File: config.mk
export PLATFORM = sky130hd
export DESIGN_NAME = usb_uart_pipe_flat
export DESIGN_NICKNAME = d
export VERILOG_FILES = /design/src/rtl/usb_uart_pkg.sv /design/src/rtl/usb_uart_pipe_if.sv /design/src/rtl/sync_fifo.sv /design/src/rtl/usb_uart_pipe.sv /design/src/flat_wrapper.sv
export SDC_FILE = /design/constraint.sdc
export NUM_CORES = 1
export LEC_CHECK = 0
export ABC_AREA = 1
export CAP_MARGIN = 20
export CORE_ASPECT_RATIO = 0.6
export CORE_MARGIN = 1
export CORE_UTILIZATION = 48
export DETAILED_ROUTE_END_ITERATION = 8
export SYNTH_ARGS = -nofsm -noshare
export SYNTH_HDL_FRONTEND = slang
export SYNTH_SLANG_ARGS = --single-unit
File: constraint.sdc
create_clock -name clk_48mhz -period 8.4 [get_ports clk_48mhz]
set_clock_uncertainty 0.1 [all_clocks]
set_input_delay 2.1 -clock clk_48mhz [delete_from_list [all_inputs] [get_ports clk_48mhz]]
set_output_delay 2.1 -clock clk_48mhz [all_outputs]
set_load 0.05 [all_outputs]
File: src/rtl/usb_uart_pkg.sv
// Shared constants and framer state encoding for the USB CDC byte-stream bridge.
package usb_uart_pkg;

    localparam int unsigned DEF_FIFO_DEPTH   = 64;
    localparam int unsigned DEF_MAX_PKT      = 64;
    localparam int unsigned DEF_FLUSH_CYCLES = 48000;
    localparam int unsigned BYTE_W           = 8;

    typedef enum logic {
        FR_IDLE = 1'b0,
        FR_SEND = 1'b1
    } framer_state_t;

    // Smaller of two unsigned values; used to size a packet from FIFO occupancy.
    function automatic int unsigned min_u(input int unsigned a, input int unsigned b);
        return (a < b) ? a : b;
    endfunction

endpackage

File: src/rtl/usb_uart_pipe_if.sv
// Valid/ready byte channels between the application, the bridge and the USB endpoint engine.
interface usb_uart_pipe_if;

    logic [7:0] uart_in_data;
    logic       uart_in_valid;
    logic       uart_in_ready;

    logic [7:0] uart_out_data;
    logic       uart_out_valid;
    logic       uart_out_ready;

    logic [7:0] in_ep_data;
    logic       in_ep_valid;
    logic       in_ep_last;
    logic       in_ep_ready;

    logic [7:0] out_ep_data;
    logic       out_ep_valid;
    logic       out_ep_ready;

    // Bridge side
    modport slave (
        input  uart_in_data, uart_in_valid,
        output uart_in_ready,
        output uart_out_data, uart_out_valid,
        input  uart_out_ready,
        output in_ep_data, in_ep_valid, in_ep_last,
        input  in_ep_ready,
        input  out_ep_data, out_ep_valid,
        output out_ep_ready
    );

    // Application / USB engine side
    modport master (
        output uart_in_data, uart_in_valid,
        input  uart_in_ready,
        input  uart_out_data, uart_out_valid,
        output uart_out_ready,
        input  in_ep_data, in_ep_valid, in_ep_last,
        output in_ep_ready,
        output out_ep_data, out_ep_valid,
        input  out_ep_ready
    );

endinterface

File: src/rtl/sync_fifo.sv
// Single-clock byte FIFO with registered occupancy, full and empty flags; head is a combinational read.
module sync_fifo #(
    parameter  int unsigned DEPTH = 64,
    localparam int unsigned AW    = $clog2(DEPTH),
    localparam int unsigned CW    = AW + 1
) (
    input  logic          clk,
    input  logic          rst,
    input  logic          push,
    input  logic [7:0]    push_data,
    input  logic          pop,
    output logic [7:0]    head_c,
    output logic [CW-1:0] count,
    output logic          full,
    output logic          empty
);

    logic [7:0]    mem [DEPTH];
    logic [AW-1:0] wr_ptr;
    logic [AW-1:0] rd_ptr;
    logic          do_push;
    logic          do_pop;
    logic [CW-1:0] count_nxt;

    assign do_push = push && !full;
    assign do_pop  = pop && !empty;
    assign head_c  = mem[rd_ptr];

    // Occupancy after this cycle; a simultaneous push and pop leaves it unchanged.
    always_comb begin
        count_nxt = count;
        case ({do_push, do_pop})
            2'b10:   count_nxt = count + CW'(1);
            2'b01:   count_nxt = count - CW'(1);
            default: count_nxt = count;
        endcase
    end

    always_ff @(posedge clk or posedge rst) begin
        if (rst) begin
            wr_ptr <= '0;
            rd_ptr <= '0;
            count  <= '0;
            full   <= 1'b0;
            empty  <= 1'b1;
        end else begin
            if (do_push) wr_ptr <= wr_ptr + AW'(1);
            if (do_pop)  rd_ptr <= rd_ptr + AW'(1);
            count <= count_nxt;
            full  <= (count_nxt == CW'(DEPTH));
            empty <= (count_nxt == '0);
        end
    end

    // Storage is not reset; pointers and count define validity.
    always_ff @(posedge clk) begin
        if (do_push) mem[wr_ptr] <= push_data;
    end

endmodule

File: src/rtl/usb_uart_pipe.sv
// Byte-stream bridge between UART-style pipelines and the USB CDC bulk endpoints,
// framing device-to-host bytes into bulk-IN packets closed by size or idle timeout.
module usb_uart_pipe
    import usb_uart_pkg::*;
#(
    parameter int unsigned FIFO_DEPTH   = DEF_FIFO_DEPTH,
    parameter int unsigned MAX_PKT      = DEF_MAX_PKT,
    parameter int unsigned FLUSH_CYCLES = DEF_FLUSH_CYCLES
) (
    input  logic           clk_48mhz,
    input  logic           reset,
    usb_uart_pipe_if.slave bus
);

    localparam int unsigned CW = $clog2(FIFO_DEPTH) + 1;
    localparam int unsigned TW = $clog2(FLUSH_CYCLES + 1);
    localparam int unsigned RW = $clog2(MAX_PKT + 1);

    framer_state_t state;
    framer_state_t state_nxt;
    logic [RW-1:0] remaining;
    logic [RW-1:0] remaining_nxt;
    logic          pkt_done_c;
    logic [TW-1:0] idle_timer;

    logic          in_push;
    logic          in_pop;
    logic          in_full;
    logic          in_empty;
    logic [CW-1:0] in_count;
    logic [7:0]    in_head_c;

    logic          out_push;
    logic          out_pop;
    logic          out_full;
    logic          out_empty;
    logic [CW-1:0] out_count_unused;
    logic [7:0]    out_head_c;
    logic [7:0]    out_data_q;
    logic          out_valid_q;

    // ---------------- device-to-host path ----------------
    assign bus.uart_in_ready = !in_full && !reset;
    assign in_push           = bus.uart_in_valid && bus.uart_in_ready;
    assign in_pop            = (state == FR_SEND) && bus.in_ep_ready;

    sync_fifo #(.DEPTH(FIFO_DEPTH)) u_in_fifo (
        .clk       (clk_48mhz),
        .rst       (reset),
        .push      (in_push),
        .push_data (bus.uart_in_data),
        .pop       (in_pop),
        .head_c    (in_head_c),
        .count     (in_count),
        .full      (in_full),
        .empty     (in_empty)
    );

    assign bus.in_ep_valid = (state == FR_SEND);
    assign bus.in_ep_last  = (state == FR_SEND) && (remaining == RW'(1));
    assign bus.in_ep_data  = (state == FR_SEND) ? in_head_c : 8'h00;

    // Framer: a packet is sized once on entry to SEND, so later pushes wait for the next packet.
    always_comb begin
        state_nxt     = state;
        remaining_nxt = remaining;
        pkt_done_c    = 1'b0;
        case (state)
            FR_IDLE: begin
                if ((in_count >= CW'(MAX_PKT)) ||
                    (!in_empty && (idle_timer >= TW'(FLUSH_CYCLES)))) begin
                    state_nxt     = FR_SEND;
                    remaining_nxt = RW'(min_u(32'(in_count), MAX_PKT));
                end
            end
            FR_SEND: begin
                if (bus.in_ep_ready) begin
                    remaining_nxt = remaining - RW'(1);
                    if (remaining == RW'(1)) begin
                        state_nxt  = FR_IDLE;
                        pkt_done_c = 1'b1;
                    end
                end
            end
        endcase
    end

    always_ff @(posedge clk_48mhz or posedge reset) begin
        if (reset) begin
            state     <= FR_IDLE;
            remaining <= '0;
        end else begin
            state     <= state_nxt;
            remaining <= remaining_nxt;
        end
    end

    // Idle timer counts quiet IDLE cycles with data pending and saturates at the flush threshold.
    always_ff @(posedge clk_48mhz or posedge reset) begin
        if (reset) begin
            idle_timer <= '0;
        end else if (in_push || in_empty || pkt_done_c) begin
            idle_timer <= '0;
        end else if ((state == FR_IDLE) && (idle_timer < TW'(FLUSH_CYCLES))) begin
            idle_timer <= idle_timer + TW'(1);
        end
    end

    // ---------------- host-to-device path ----------------
    assign bus.out_ep_ready = !out_full && !reset;
    assign out_push         = bus.out_ep_valid && bus.out_ep_ready;
    assign out_pop          = !out_empty && (!out_valid_q || bus.uart_out_ready);

    sync_fifo #(.DEPTH(FIFO_DEPTH)) u_out_fifo (
        .clk       (clk_48mhz),
        .rst       (reset),
        .push      (out_push),
        .push_data (bus.out_ep_data),
        .pop       (out_pop),
        .head_c    (out_head_c),
        .count     (out_count_unused),
        .full      (out_full),
        .empty     (out_empty)
    );

    // Output register keeps the last delivered byte visible after valid drops.
    always_ff @(posedge clk_48mhz or posedge reset) begin
        if (reset) begin
            out_data_q  <= 8'h00;
            out_valid_q <= 1'b0;
        end else if (out_pop) begin
            out_data_q  <= out_head_c;
            out_valid_q <= 1'b1;
        end else if (bus.uart_out_ready) begin
            out_valid_q <= 1'b0;
        end
    end

    assign bus.uart_out_data  = out_data_q;
    assign bus.uart_out_valid = out_valid_q;

endmodule

File: src/flat_wrapper.sv
// flat-port wrapper written by rule: the top's interface ports become plain ports
module usb_uart_pipe_flat import usb_uart_pkg::*;
#(
    parameter int unsigned FIFO_DEPTH   = DEF_FIFO_DEPTH,
    parameter int unsigned MAX_PKT      = DEF_MAX_PKT,
    parameter int unsigned FLUSH_CYCLES = DEF_FLUSH_CYCLES
)
  (clk_48mhz, reset, bus_uart_in_data, bus_uart_in_valid, bus_uart_in_ready, bus_uart_out_data, bus_uart_out_valid, bus_uart_out_ready, bus_in_ep_data, bus_in_ep_valid, bus_in_ep_last, bus_in_ep_ready, bus_out_ep_data, bus_out_ep_valid, bus_out_ep_ready);
  usb_uart_pipe_if bus_i ();
  input  logic clk_48mhz;
  input  logic reset;
  input wire logic [$bits(bus_i.uart_in_data)-1:0] bus_uart_in_data;
  input wire logic [$bits(bus_i.uart_in_valid)-1:0] bus_uart_in_valid;
  output wire logic [$bits(bus_i.uart_in_ready)-1:0] bus_uart_in_ready;
  output wire logic [$bits(bus_i.uart_out_data)-1:0] bus_uart_out_data;
  output wire logic [$bits(bus_i.uart_out_valid)-1:0] bus_uart_out_valid;
  input wire logic [$bits(bus_i.uart_out_ready)-1:0] bus_uart_out_ready;
  output wire logic [$bits(bus_i.in_ep_data)-1:0] bus_in_ep_data;
  output wire logic [$bits(bus_i.in_ep_valid)-1:0] bus_in_ep_valid;
  output wire logic [$bits(bus_i.in_ep_last)-1:0] bus_in_ep_last;
  input wire logic [$bits(bus_i.in_ep_ready)-1:0] bus_in_ep_ready;
  input wire logic [$bits(bus_i.out_ep_data)-1:0] bus_out_ep_data;
  input wire logic [$bits(bus_i.out_ep_valid)-1:0] bus_out_ep_valid;
  output wire logic [$bits(bus_i.out_ep_ready)-1:0] bus_out_ep_ready;
  assign bus_i.uart_in_data = bus_uart_in_data;
  assign bus_i.uart_in_valid = bus_uart_in_valid;
  assign bus_uart_in_ready = bus_i.uart_in_ready;
  assign bus_uart_out_data = bus_i.uart_out_data;
  assign bus_uart_out_valid = bus_i.uart_out_valid;
  assign bus_i.uart_out_ready = bus_uart_out_ready;
  assign bus_in_ep_data = bus_i.in_ep_data;
  assign bus_in_ep_valid = bus_i.in_ep_valid;
  assign bus_in_ep_last = bus_i.in_ep_last;
  assign bus_i.in_ep_ready = bus_in_ep_ready;
  assign bus_i.out_ep_data = bus_out_ep_data;
  assign bus_i.out_ep_valid = bus_out_ep_valid;
  assign bus_out_ep_ready = bus_i.out_ep_ready;
  usb_uart_pipe #(.FIFO_DEPTH(FIFO_DEPTH), .MAX_PKT(MAX_PKT), .FLUSH_CYCLES(FLUSH_CYCLES)) u_core (.clk_48mhz(clk_48mhz), .reset(reset), .bus(bus_i));
endmodule
==> qor.csv <==
stage,metric,value,unit
run_status,result_of_the_run,completed,
pwr,p_seq_share,38.7,%
clock_network,cts_tree,yes,
detailed_routing,finalWirelength,116000,um
logic_synthesis,postSynthRegisterBits,1099,
placed_design,dp_hpwl,68600,um
global_routing,use_met3,8.33,%
critical_path,required_time_at_the_worst_slack_endpoint,6.20,ns
logic_synthesis,yosysMostFrequentCell,edfxtp_1,
clock_network,cts_htree_levels,3,
critical_path,cp.arrival,4.68,ns
timing,timing_hold_violations_final,0,
floorplan,number_of_top_level_pins,43,
pwr,p_sw_share,38.4,%
global_routing,grt_pass1_wl,173000,um
clock_network,root_buffer,clkbuf_16,
clock_network,cts.reportedPaths.clkPinSlew,0.06,ns
timing,max_slew.worst_pin.slew,1.13,ns
logic_synthesis,netlist.area_leader.share,68.9,%
logic_synthesis,synth_cells,3638,
cells_and_area,fillerInstances,7751,
clock_network,number_of_instances_resized_during_post_cts_repair,0,
logic_synthesis,ys.flop_type,edfxtp_1,
pwr,pwr-share-comb,33.4,%
timing,post-route-min-period,6.88,ns
timing,max_slew_margin,24.5,%
placed_design,gp_routability_congestion,0.866,
clock_network,clock_sink_count,1099,
detailed_routing,drt-wirelength-per-cell,23.5,um
global_routing,grt_pass1_vias,26500,
cells_and_area,final_net_count,3651,
critical_path,worst_setup_path_start_kind,flop,
timing,final-setup-viol-count,0,
detailed_routing,detailroute.via_count,28800,
global_routing,grt_start_max_net_pins,166,
cells_and_area,combined_area_of_the_multi_input_logic_cells,10700,um^2
worst_hold_path,hp_class,flop to flop,
global_routing,met1_usage,40.4,%
detailed_routing,vias_per_cell,5.84,
logic_synthesis,postSynthAreaPerCell,12.3,um^2
timing,post_route_clock_period_utilization,81.9,%
floorplan,rows,86,
clock_network,clock_latency,0.70,ns
clock_network,tritoncts.num_buffers,102,
logic_synthesis,synth_async_sr_flop_share,6.82,%
global_routing,grt_overflow,0,
global_routing,track_usage,24.6,%
logic_synthesis,dominant_cell_type_by_area_after_synthesis,edfxtp_1,
detailed_routing,drc,0,
floorplan,die_width,396,um
clock_network,max-clock-path-buffers,3,
timing,holdWs,0.378,ns
pwr,static-leakage-power,16.1,nW
cells_and_area,drive_above_1_share,6.89,%
global_routing,busiest_layer,met1,
timing,fin_setup_tns,0,ns
detailed_routing,drt-initial-drc-count,3551,
pwr,power.net_switching,6.50,mW
timing,final-max-slew-violation-count,0,
cells_and_area,register_area,32600,um^2
pwr,ir_worst_vdd,298,uV
logic_synthesis,ys_top_cells_by_area,"edfxtp_1, nor2_1, o21ai_0",
critical_path,critical_path.endpoint_type,output pin,
floorplan,core-area,91900,um^2
logic_synthesis,post_synth_most_frequent_cells,"edfxtp_1, nor2_1, o21ai_0",
global_routing,antenna_violations_before_repair,2,
timing,clock.fmax,0.145,GHz
logic_synthesis,synth_area,44600,um^2
logic_synthesis,synth_enable_flop_cells,1024,
pwr,share_clk_of_total_power,27.9,%
detailed_routing,detail_route.first_pass.iterations,6,
clock_network,postCtsSetupRepairBufs,0,
floorplan,die-area,94200,um^2
cells_and_area,final_util,53.8,%
pwr,power.density,343,nW/um^2
cells_and_area,antenna-diode-count,0,
pwr,intPower,10.4,mW
job,max_cap_viol_count,0,
global_routing,grt_use_met2,30.8,%
detailed_routing,antenna_violating_nets_post_route,0,
timing,rsz_0062_raised_after_global_routing,no,
logic_synthesis,synth_fp_nets,3672,
logic_synthesis,synthDistinctLibCells,45,
cells_and_area,area_growth,10.8,%
logic_synthesis,yosys_warnings,0,
placed_design,io_buffers,42,
floorplan,initial_utilization,48.5,%
critical_path,critPathKind,flop to output pin,
clock_network,hold_buffers,0,
critical_path,crit_path_max_fo,139,
floorplan,floorplan.die.height,238,um
logic_synthesis,synth_sequential_area_ratio,73.1,%
final cells by class:
cell class,count,area share [%]
inverter,104,0.813
clock inverter,51,1.23
clock buffer,137,5.56
multi-input combinational,2219,21.6
sequential,1099,66.1
timing repair buffer,91,1.56
tap,1232,3.12
metal layers:
metal  share of wire, %  wire, um  vias to the layer above
met3                 12     14000                      140
met4                1.6      1820                        4
met5              0.023        27                        -
met2                 38     44400                     1299
li1                   -         -                    13200
met1                 48     55900                    14100
registers in the layout (all words and copies together), names as in the netlist, 6 cells and up:
| signal | count |
|---|---|
| u_core.u_out_fifo.wr_ptr | 6 |
| u_core.remaining | 7 |
| u_core.idle_timer | 16 |
| u_core.u_in_fifo.wr_ptr | 6 |
| u_core.u_in_fifo.rd_ptr | 6 |
| u_core.u_in_fifo.count | 7 |
| u_core.u_out_fifo.count | 7 |
| u_core.u_out_fifo.rd_ptr | 6 |
| u_core.u_out_fifo.mem | 512 |
| u_core.bus.uart_out_data | 8 |
| u_core.u_in_fifo.mem | 512 |
cell families after synthesis:
family,after synthesis,share of synthesized area [%]
XOR/XNOR,25,0.491
buffers and inverters,320,2.93
AO/OA/AOI/OAI,881,11.1
AND/OR/NAND/NOR,1301,12.0
adder cells (fa/ha/maj),12,0.337
flip-flops,1099,73.1
power groups by stage:
stage / logic (mW) / registers (mW) / clock network [mW]
2_1_floorplan: 3.72 / 6.49 / 0
3_3_place_gp: 5.48 / 6.66 / 0
3_5_place_dp: 5.51 / 6.66 / 0
4_1_cts: 5.53 / 6.55 / 4.80
5_1_grt: 6.16 / 6.58 / 5.01
6_report: 5.65 / 6.55 / 4.73
metrics by stage:
step	setup slack (ns)	cell area [um^2]	instances	total power, mW
2_1_floorplan	3.42	44600	3638	10.2
3_3_place_gp	2.38	46000	4742	12.1
3_5_place_dp	2.33	46000	4742	12.2
4_1_cts	1.51	49400	4930	16.9
5_1_grt	1.30	49400	4933	17.8
6_report	1.52	49400	4933	16.9
path summary, 6_finish.rpt:
kind	start	cells past startpoint	to	slack, ns
max	u_core.u_in_fifo.rd_ptr[0]$_DFFE_PP0P_	9	bus_in_ep_data[0]	1.52
max in group asynchronous	reset	3	u_core.u_out_fifo.rd_ptr[1]$_DFFE_PP0P_	5.26
min	u_core.u_out_fifo.empty$_DFF_PP1_	1	u_core.bus.uart_out_valid$_DFFE_PP0P_	0.38
min in group asynchronous	reset	2	u_core.remaining[5]$_DFFE_PP0P_	1.80
min reg2reg	u_core.u_out_fifo.empty$_DFF_PP1_	1	u_core.bus.uart_out_valid$_DFFE_PP0P_	0.38
max reg2reg	u_core.u_out_fifo.rd_ptr[0]$_DFFE_PP0P_	12	u_core.bus.uart_out_data[0]$_DFFE_PP0P_	4.53
critical path, stage by stage (launching register included):
cell and delay, ns:
dfrtp_4 0.70, inv_6 0.78, buf_12 0.37, o21ai_0 0.18, o211ai_1 0.11, o211ai_1 0.13
nand3_1 0.25, nand3_1 0.18, a21oi_1 0.22, clkdlybuf4s50_1 0.84
cell usage in the layout (no fill, tap or decap), types with 3 or more instances in the layout:
cell type | netlist | final
edfxtp_1 | 1024 | 1024
nor2_1 | 771 | 769
o21ai_0 | 546 | 546
nand2_1 | 283 | 283
nand3_1 | 159 | 159
o22ai_1 | 142 | 142
o211ai_1 | 104 | 104
clkbuf_16 | 0 | 104
inv_1 | 92 | 88
dfrtp_1 | 73 | 68
a21oi_1 | 52 | 52
buf_4 | 13 | 43
nand4_1 | 41 | 41
clkbuf_1 | 147 | 31
clkdlybuf4s50_1 | 0 | 26
o221ai_1 | 24 | 24
xor2_1 | 23 | 23
clkinv_1 | 6 | 19
clkinv_2 | 0 | 17
buf_2 | 39 | 16
nor3_1 | 17 | 14
bufinv_16 | 0 | 13
ha_1 | 12 | 12
inv_2 | 6 | 8
o21ai_1 | 7 | 7
nand2_2 | 7 | 7
nor2_2 | 4 | 6
nor3_2 | 2 | 5
clkinvlp_4 | 0 | 5
dfrtp_4 | 0 | 4
nand3b_1 | 3 | 3
clkinv_8 | 0 | 3
buf_12 | 0 | 3
No activity file was read; power rests on OpenSTA's default activity.
